`src/rtl/crp16_mem_pkg.sv`:
```
// Shared definitions for the CRP16 port-B memory arbiter: default widths,
// requester identifiers and the arbiter state encoding.
package crp16_mem_pkg;

  localparam int DEF_ADDR_W         = 16;
  localparam int DEF_DATA_W         = 16;
  localparam int DEF_HOST_BURST_MAX = 4;

  // Width of the host burst counter (HOST_BURST_MAX is limited to 1..15)
  localparam int BURST_CNT_W = 4;

  // Requester identifiers, also used as the encoding of last_grant
  localparam logic ID_CPU  = 1'b0;
  localparam logic ID_HOST = 1'b1;

  typedef enum logic [1:0] {
    IDLE     = 2'b00,
    GNT_CPU  = 2'b01,
    GNT_HOST = 2'b10
  } arb_state_t;

  // Map a requester identifier onto the grant state that serves it
  function automatic arb_state_t grant_state(input logic id);
    arb_state_t st;
    if (id == ID_HOST) begin
      st = GNT_HOST;
    end else begin
      st = GNT_CPU;
    end
    return st;
  endfunction

endpackage

```
`src/rtl/crp16_rr_arbiter2.sv`:
```
// Two-input round-robin next-grant selector. The host override wins a tie
// when set; otherwise a tie goes to the requester that was not granted last.
module crp16_rr_arbiter2
  import crp16_mem_pkg::*;
(
  input  logic cpu_valid,
  input  logic host_valid,
  input  logic last_grant,
  input  logic host_override,
  output logic gnt_valid,
  output logic gnt_id
);

  // Pick the next grant from the valid requesters and the round-robin pointer
  always_comb begin
    gnt_valid = 1'b0;
    gnt_id    = ID_CPU;
    case ({cpu_valid, host_valid})
      2'b10: begin
        gnt_valid = 1'b1;
        gnt_id    = ID_CPU;
      end
      2'b01: begin
        gnt_valid = 1'b1;
        gnt_id    = ID_HOST;
      end
      2'b11: begin
        gnt_valid = 1'b1;
        if (host_override) begin
          gnt_id = ID_HOST;
        end else if (last_grant == ID_HOST) begin
          gnt_id = ID_CPU;
        end else begin
          gnt_id = ID_HOST;
        end
      end
      default: begin
        gnt_valid = 1'b0;
        gnt_id    = ID_CPU;
      end
    endcase
  end

endmodule

```
`src/rtl/crp16_mem_arbiter.sv`:
```
// Shares memory port B between the CPU load/store stage and a host
// requester. One access per cycle, round-robin, with a bounded host burst
// lock. Grants last one cycle; the port-B signals are steered
// combinationally from the granted requester and read data is captured at
// the end of the grant cycle.
module crp16_mem_arbiter
  import crp16_mem_pkg::*;
#(
  parameter int ADDR_W         = DEF_ADDR_W,
  parameter int DATA_W         = DEF_DATA_W,
  parameter int HOST_BURST_MAX = DEF_HOST_BURST_MAX
) (
  input  logic              clock,
  input  logic              reset,
  input  logic              cpu_req,
  input  logic [ADDR_W-1:0] cpu_addr,
  input  logic [DATA_W-1:0] cpu_wdata,
  input  logic              cpu_wren,
  output logic              cpu_ack,
  output logic [DATA_W-1:0] cpu_rdata,
  output logic              cpu_stall,
  input  logic              host_req,
  input  logic              host_lock,
  input  logic [ADDR_W-1:0] host_addr,
  input  logic [DATA_W-1:0] host_wdata,
  input  logic              host_wren,
  output logic              host_ack,
  output logic [DATA_W-1:0] host_rdata,
  output logic [ADDR_W-1:0] address_b,
  output logic [DATA_W-1:0] data_b,
  output logic              wren_b,
  input  logic [DATA_W-1:0] q_b
);

  localparam logic [BURST_CNT_W-1:0] BURST_MAX = BURST_CNT_W'(HOST_BURST_MAX);

  arb_state_t              state_r;
  arb_state_t              state_nxt_s;
  logic                    last_grant_r;
  logic                    last_grant_nxt_s;
  logic [BURST_CNT_W-1:0]  burst_cnt_r;
  logic [BURST_CNT_W-1:0]  burst_cnt_nxt_s;
  logic [DATA_W-1:0]       cpu_rdata_r;
  logic [DATA_W-1:0]       host_rdata_r;

  logic cpu_gnt_s;
  logic host_gnt_s;
  logic lock_ovr_s;
  logic cpu_valid_s;
  logic host_valid_s;
  logic arb_valid_s;
  logic arb_id_s;

  // Decode the effective grant of this cycle; a requester that dropped its
  // request before being served is treated as withdrawn and gets no access
  always_comb begin
    cpu_gnt_s  = 1'b0;
    host_gnt_s = 1'b0;
    case (state_r)
      GNT_CPU: begin
        cpu_gnt_s = cpu_req;
      end
      GNT_HOST: begin
        host_gnt_s = host_req;
      end
      IDLE: begin
        cpu_gnt_s  = 1'b0;
        host_gnt_s = 1'b0;
      end
      default: begin
        cpu_gnt_s  = 1'b0;
        host_gnt_s = 1'b0;
      end
    endcase
  end

  // The host may keep the port across consecutive accesses only while it
  // holds the lock and the burst budget is not exhausted. A requester being
  // acked now is otherwise not a candidate at this edge, which prevents a
  // double issue of the same held request.
  assign lock_ovr_s   = host_gnt_s & host_lock & (burst_cnt_r < BURST_MAX);
  assign cpu_valid_s  = cpu_req & ~cpu_gnt_s;
  assign host_valid_s = host_req & (~host_gnt_s | lock_ovr_s);

  crp16_rr_arbiter2 u_rr (
    .cpu_valid     (cpu_valid_s),
    .host_valid    (host_valid_s),
    .last_grant    (last_grant_r),
    .host_override (lock_ovr_s),
    .gnt_valid     (arb_valid_s),
    .gnt_id        (arb_id_s)
  );

  // Next state, round-robin pointer and burst count for the coming edge
  always_comb begin
    state_nxt_s      = IDLE;
    last_grant_nxt_s = last_grant_r;
    burst_cnt_nxt_s  = {BURST_CNT_W{1'b0}};
    if (arb_valid_s) begin
      state_nxt_s      = grant_state(arb_id_s);
      last_grant_nxt_s = arb_id_s;
      if ((arb_id_s == ID_HOST) && host_gnt_s && host_lock) begin
        if (burst_cnt_r < BURST_MAX) begin
          burst_cnt_nxt_s = burst_cnt_r + 4'd1;
        end else begin
          burst_cnt_nxt_s = BURST_MAX;
        end
      end else begin
        burst_cnt_nxt_s = {BURST_CNT_W{1'b0}};
      end
    end else begin
      state_nxt_s      = IDLE;
      last_grant_nxt_s = last_grant_r;
      burst_cnt_nxt_s  = {BURST_CNT_W{1'b0}};
    end
  end

  // Arbiter state register; reset leaves the host as last grant so the CPU
  // wins the first tie
  always_ff @(posedge clock or negedge reset) begin
    if (!reset) begin
      state_r      <= IDLE;
      last_grant_r <= ID_HOST;
      burst_cnt_r  <= {BURST_CNT_W{1'b0}};
    end else begin
      state_r      <= state_nxt_s;
      last_grant_r <= last_grant_nxt_s;
      burst_cnt_r  <= burst_cnt_nxt_s;
    end
  end

  // Capture CPU load data at the end of its read grant; stores leave it
  always_ff @(posedge clock or negedge reset) begin
    if (!reset) begin
      cpu_rdata_r <= {DATA_W{1'b0}};
    end else if (cpu_gnt_s && !cpu_wren) begin
      cpu_rdata_r <= q_b;
    end else begin
      cpu_rdata_r <= cpu_rdata_r;
    end
  end

  // Capture host read data at the end of its read grant; writes leave it
  always_ff @(posedge clock or negedge reset) begin
    if (!reset) begin
      host_rdata_r <= {DATA_W{1'b0}};
    end else if (host_gnt_s && !host_wren) begin
      host_rdata_r <= q_b;
    end else begin
      host_rdata_r <= host_rdata_r;
    end
  end

  // Steer port B from the granted requester; drive zeros when nobody is
  // served so the RAM sees no write outside a grant
  always_comb begin
    address_b = {ADDR_W{1'b0}};
    data_b    = {DATA_W{1'b0}};
    wren_b    = 1'b0;
    if (cpu_gnt_s) begin
      address_b = cpu_addr;
      data_b    = cpu_wdata;
      wren_b    = cpu_wren;
    end else if (host_gnt_s) begin
      address_b = host_addr;
      data_b    = host_wdata;
      wren_b    = host_wren;
    end else begin
      address_b = {ADDR_W{1'b0}};
      data_b    = {DATA_W{1'b0}};
      wren_b    = 1'b0;
    end
  end

  assign cpu_ack    = cpu_gnt_s;
  assign host_ack   = host_gnt_s;
  assign cpu_stall  = cpu_req & ~cpu_gnt_s;
  assign cpu_rdata  = cpu_rdata_r;
  assign host_rdata = host_rdata_r;

endmodule

```
`config.mk`:
```
export PLATFORM = sky130hd
export DESIGN_NAME = crp16_mem_arbiter
export DESIGN_NICKNAME = d
export VERILOG_FILES = /design/src/rtl/crp16_mem_pkg.sv /design/src/rtl/crp16_rr_arbiter2.sv /design/src/rtl/crp16_mem_arbiter.sv
export SDC_FILE = /design/constraint.sdc
export NUM_CORES = 1
export LEC_CHECK = 0
export CAP_MARGIN = 20
export CORE_ASPECT_RATIO = 0.7
export CORE_UTILIZATION = 33
export CTS_CLUSTER_DIAMETER = 100
export DETAILED_ROUTE_END_ITERATION = 12
export GPL_TIMING_DRIVEN = 0
export PLACE_DENSITY = 0.8
export SLEW_MARGIN = 0
export SYNTH_ARGS = -nofsm -noshare
export SYNTH_HDL_FRONTEND = slang
export SYNTH_SLANG_ARGS = --single-unit
```
`constraint.sdc`:
```
create_clock -name clock -period 1.87 [get_ports clock]
set_input_delay 0.4675 -clock clock [delete_from_list [all_inputs] [get_ports clock]]
set_output_delay 0.4675 -clock clock [all_outputs]
set_load 0.01 [all_outputs]
```
==> metrics.txt <==
outcome=finished with violations; failing checks=setup timing; Area contributors post-synth=dfrtp_1 49%, mux2_4 15%, a22o_1 14%, mux2_2 7.5%, buf_6 2.9%; I/O pin cnt=approximately 160; DRT Pass-1 Iters=4; clock latency at the later pin of the worst-skew pair=about 0.28 ns; P&R area growth vs syn=91.0%; drt total wl=around 6300 um; wire per inst=between 15 and 20 um; post-route minimum period=around 2.0 ns; Syn Inst Count=140; Worst Tran Pin Value=0.846 ns; classification of the worst setup path=in -> out; Synth area leader=dfrtp_1; clk buf depth=2; chip width=between 90 and 100 um; vias in the first global route=between 1,500 and 2,000; RSZ-0062 raised after global routing=yes; Util after Layout=about two thirds; worst setup margin=-0.130 ns; Hold-fix buffers, CTS=0; number of antenna violations at the first check in global routing=0; syn_area_per_cell=14.0 um^2; worst min path class=in -> async; WP depth=6; CP endpoint kind=primary output; Die ar.=around 0.0062 mm^2; Required @ worst endpoint=1.40 ns; Arr. time, crit path=roughly 1.5 ns; post-synthesis sequential area ratio=between 40 and 50%; Synth Warn #=0; Fin Clk Skew=approximately 0.0046 ns; CP max FO=10; # rows=23; WP buf/inv=4; FF+latch count, synth=39; CTS tree=done; GR Util All Layers=19.7%; Worst VDD drop=between 0.0005 and 0.0006 V; Root Driver=clkbuf_8; Achievable Freq=approximately 500 MHz; Final Hold Violating Endpoints=0; global-route wire length before repair=~9100 um; DRT iter0 DRCs=55; Initial Utilization=roughly a third; largest net degree at the start of global routing=40; Mapped Area=between 0.0015 and 0.002 mm^2; clk slew on worst S/H paths=0.07 ns; Slew Limit Fails=0; GP Congestion=between 0.7 and 0.8; synth unique cells=25; TritonCTS Buffers=5; Inserted Diodes=0; crit path cell chain=clkdlybuf4s15_1 > and3b_1 > buf_6 > clkbuf_16 > a22o_1 > buf_2; Synth top area share=48.6%; Slew HR=43.6%; Port-buffer cells=154; Nets=roughly 400; post-detail-place hpwl=4890 um; Syn Nets=between 200 and 250; Reg2Reg Depth=8; Power Density=1090 mW/mm^2; DRC=0; max cap viols=0; CP Launch Type=input port; vias per inst=approximately 4.6; DR vias=1,757; # setup viols final=32; critical path's top delay family=buffers and inverters; CTS sink count=39; Final Power=between 4000 and 5000 uW; H-tree level count=2; CP peak stage delay=about 0.23 ns; total gr overflow=0; slowest cell on the critical path=a22o_1; P_leak=0.00170 uW; Routed Antenna Nets=0; Core Box Area=approximately 0.0057 mm^2; Die Height=approximately 66 um; pre-CTS setup slack=-1.07 ns; layout cell share with drive strength beyond 1=32.8%; Final period util=107%
layer usage:
metal  wire [um]  GRT usage, %  vias up
li1            -             -      865
met4          28          4.62        0
met1        2840          26.2      843
met2        3160          32.4       45
met5           0             0        -
met3         240          4.83        4
cell usage in the layout (no fill, tap or decap):
master and count:
nor3b_1 1, o211ai_1 1, or2b_1 1, nor2b_4 2
and3_1 2, a21boi_2 1, clkinv_2 1, clkbuf_2 1
a22o_1 32, and3b_1 2, clkdlybuf4s50_1 115, conb_1 1
mux2_2 13, mux2_4 19, nor2_1 4, buf_12 3
nor3_1 1, clkbuf_16 4, nand4_1 1, ha_1 1
o2111a_1 1, buf_2 33, dfstp_2 1, a21oi_1 1
nand2_1 1, clkdlybuf4s15_1 2, buf_8 4, inv_1 2
buf_6 7, buf_4 7, nand3_1 2, dfrtp_1 38
clkbuf_8 6
sequential cells by signal, indices dropped and copies added, names as in the netlist:
signal	count
burst_cnt_r	4
host_rdata	16
state_r	2
last_grant_r	1
cpu_rdata	16
Yosys cell counts:
cell type,count
a21boi_0,1
a21oi_1,1
a22o_1,32
and3_1,2
and3b_1,2
buf_12,1
buf_6,5
clkbuf_1,6
conb_1,1
dfrtp_1,38
dfstp_2,1
ha_1,1
inv_1,2
mux2_2,13
mux2_4,19
nand2_1,1
nand3_1,2
nand4_1,1
nor2_1,4
nor2b_4,2
nor3_1,1
nor3b_1,1
o2111a_1,1
o211ai_1,1
or2b_1,1
worst register-to-register path: stages (launching register included):
cell and delay, ns:
dfrtp_1 0.41, and3b_1 0.23, buf_6 0.14, buf_6 0.13, buf_6 0.09, nor2b_4 0.13
buf_8 0.14, clkbuf_16 0.16, mux2_4 0.29
through the flow:
stage	std cells	hold WS, ns	instance area, um^2	setup TNS [ns]
2_1_floorplan	140	0.172	1960	0
5_1_grt	386	0.353	3730	-5.26
3_3_place_gp	369	0.422	3590	-63.01
4_1_cts	381	0.309	3640	-4.09
6_report	386	0.286	3730	-3.44
3_5_place_dp	369	0.427	3590	-42.31
logic make-up after synthesis:
kind of cell,count (synthesis),share of synthesized area [%]
AOI/OAI and AO/OA,36,15.9
adders and majority gates,1,0.640
buffers and inverters,14,5.44
DFF,39,50.0
muxes,32,22.1
other,1,0.192
and+or+nand+nor,17,5.76
repair_timing:
item,in CTS,in global routing
gates cloned,0,1
endpoints found under the hold margin,0,0
pin swaps,7,8
endpoints found under the setup margin,46,48
gates resized for setup,173,10
setup buffers,6,4
worst paths after layout:
check / start / to / slack, ns
max: host_req / data_b[14] / -0.13
min: reset / host_rdata[15] / 0.29
max reg2reg: state_r[0] / host_rdata[11] / 0.03
min reg2reg: burst_cnt_r[0] / burst_cnt_r[0] / 0.43
max in group asynchronous: reset / state_r[0] / 1.05
min in group clock: burst_cnt_r[0] / burst_cnt_r[0] / 0.43
layout make-up:
type | instances | area (um^2)
fillers | 467 | 1990
repair buffers | 165 | 1500
flip-flops and latches | 39 | 977
multi-input cells | 87 | 876
plain buffers | 11 | 198
well taps | 75 | 93.8
clock buffers | 6 | 82.6
inverters | 2 | 7.51
clock inverters | 1 | 5.00
power breakdown:
group | internal, uW | switching [uW] | total (uW)
logic | 1390 | 687 | 2080
clock network | 289 | 270 | 559
registers | 1220 | 207 | 1430
No activity file was read; power rests on OpenSTA's default activity.
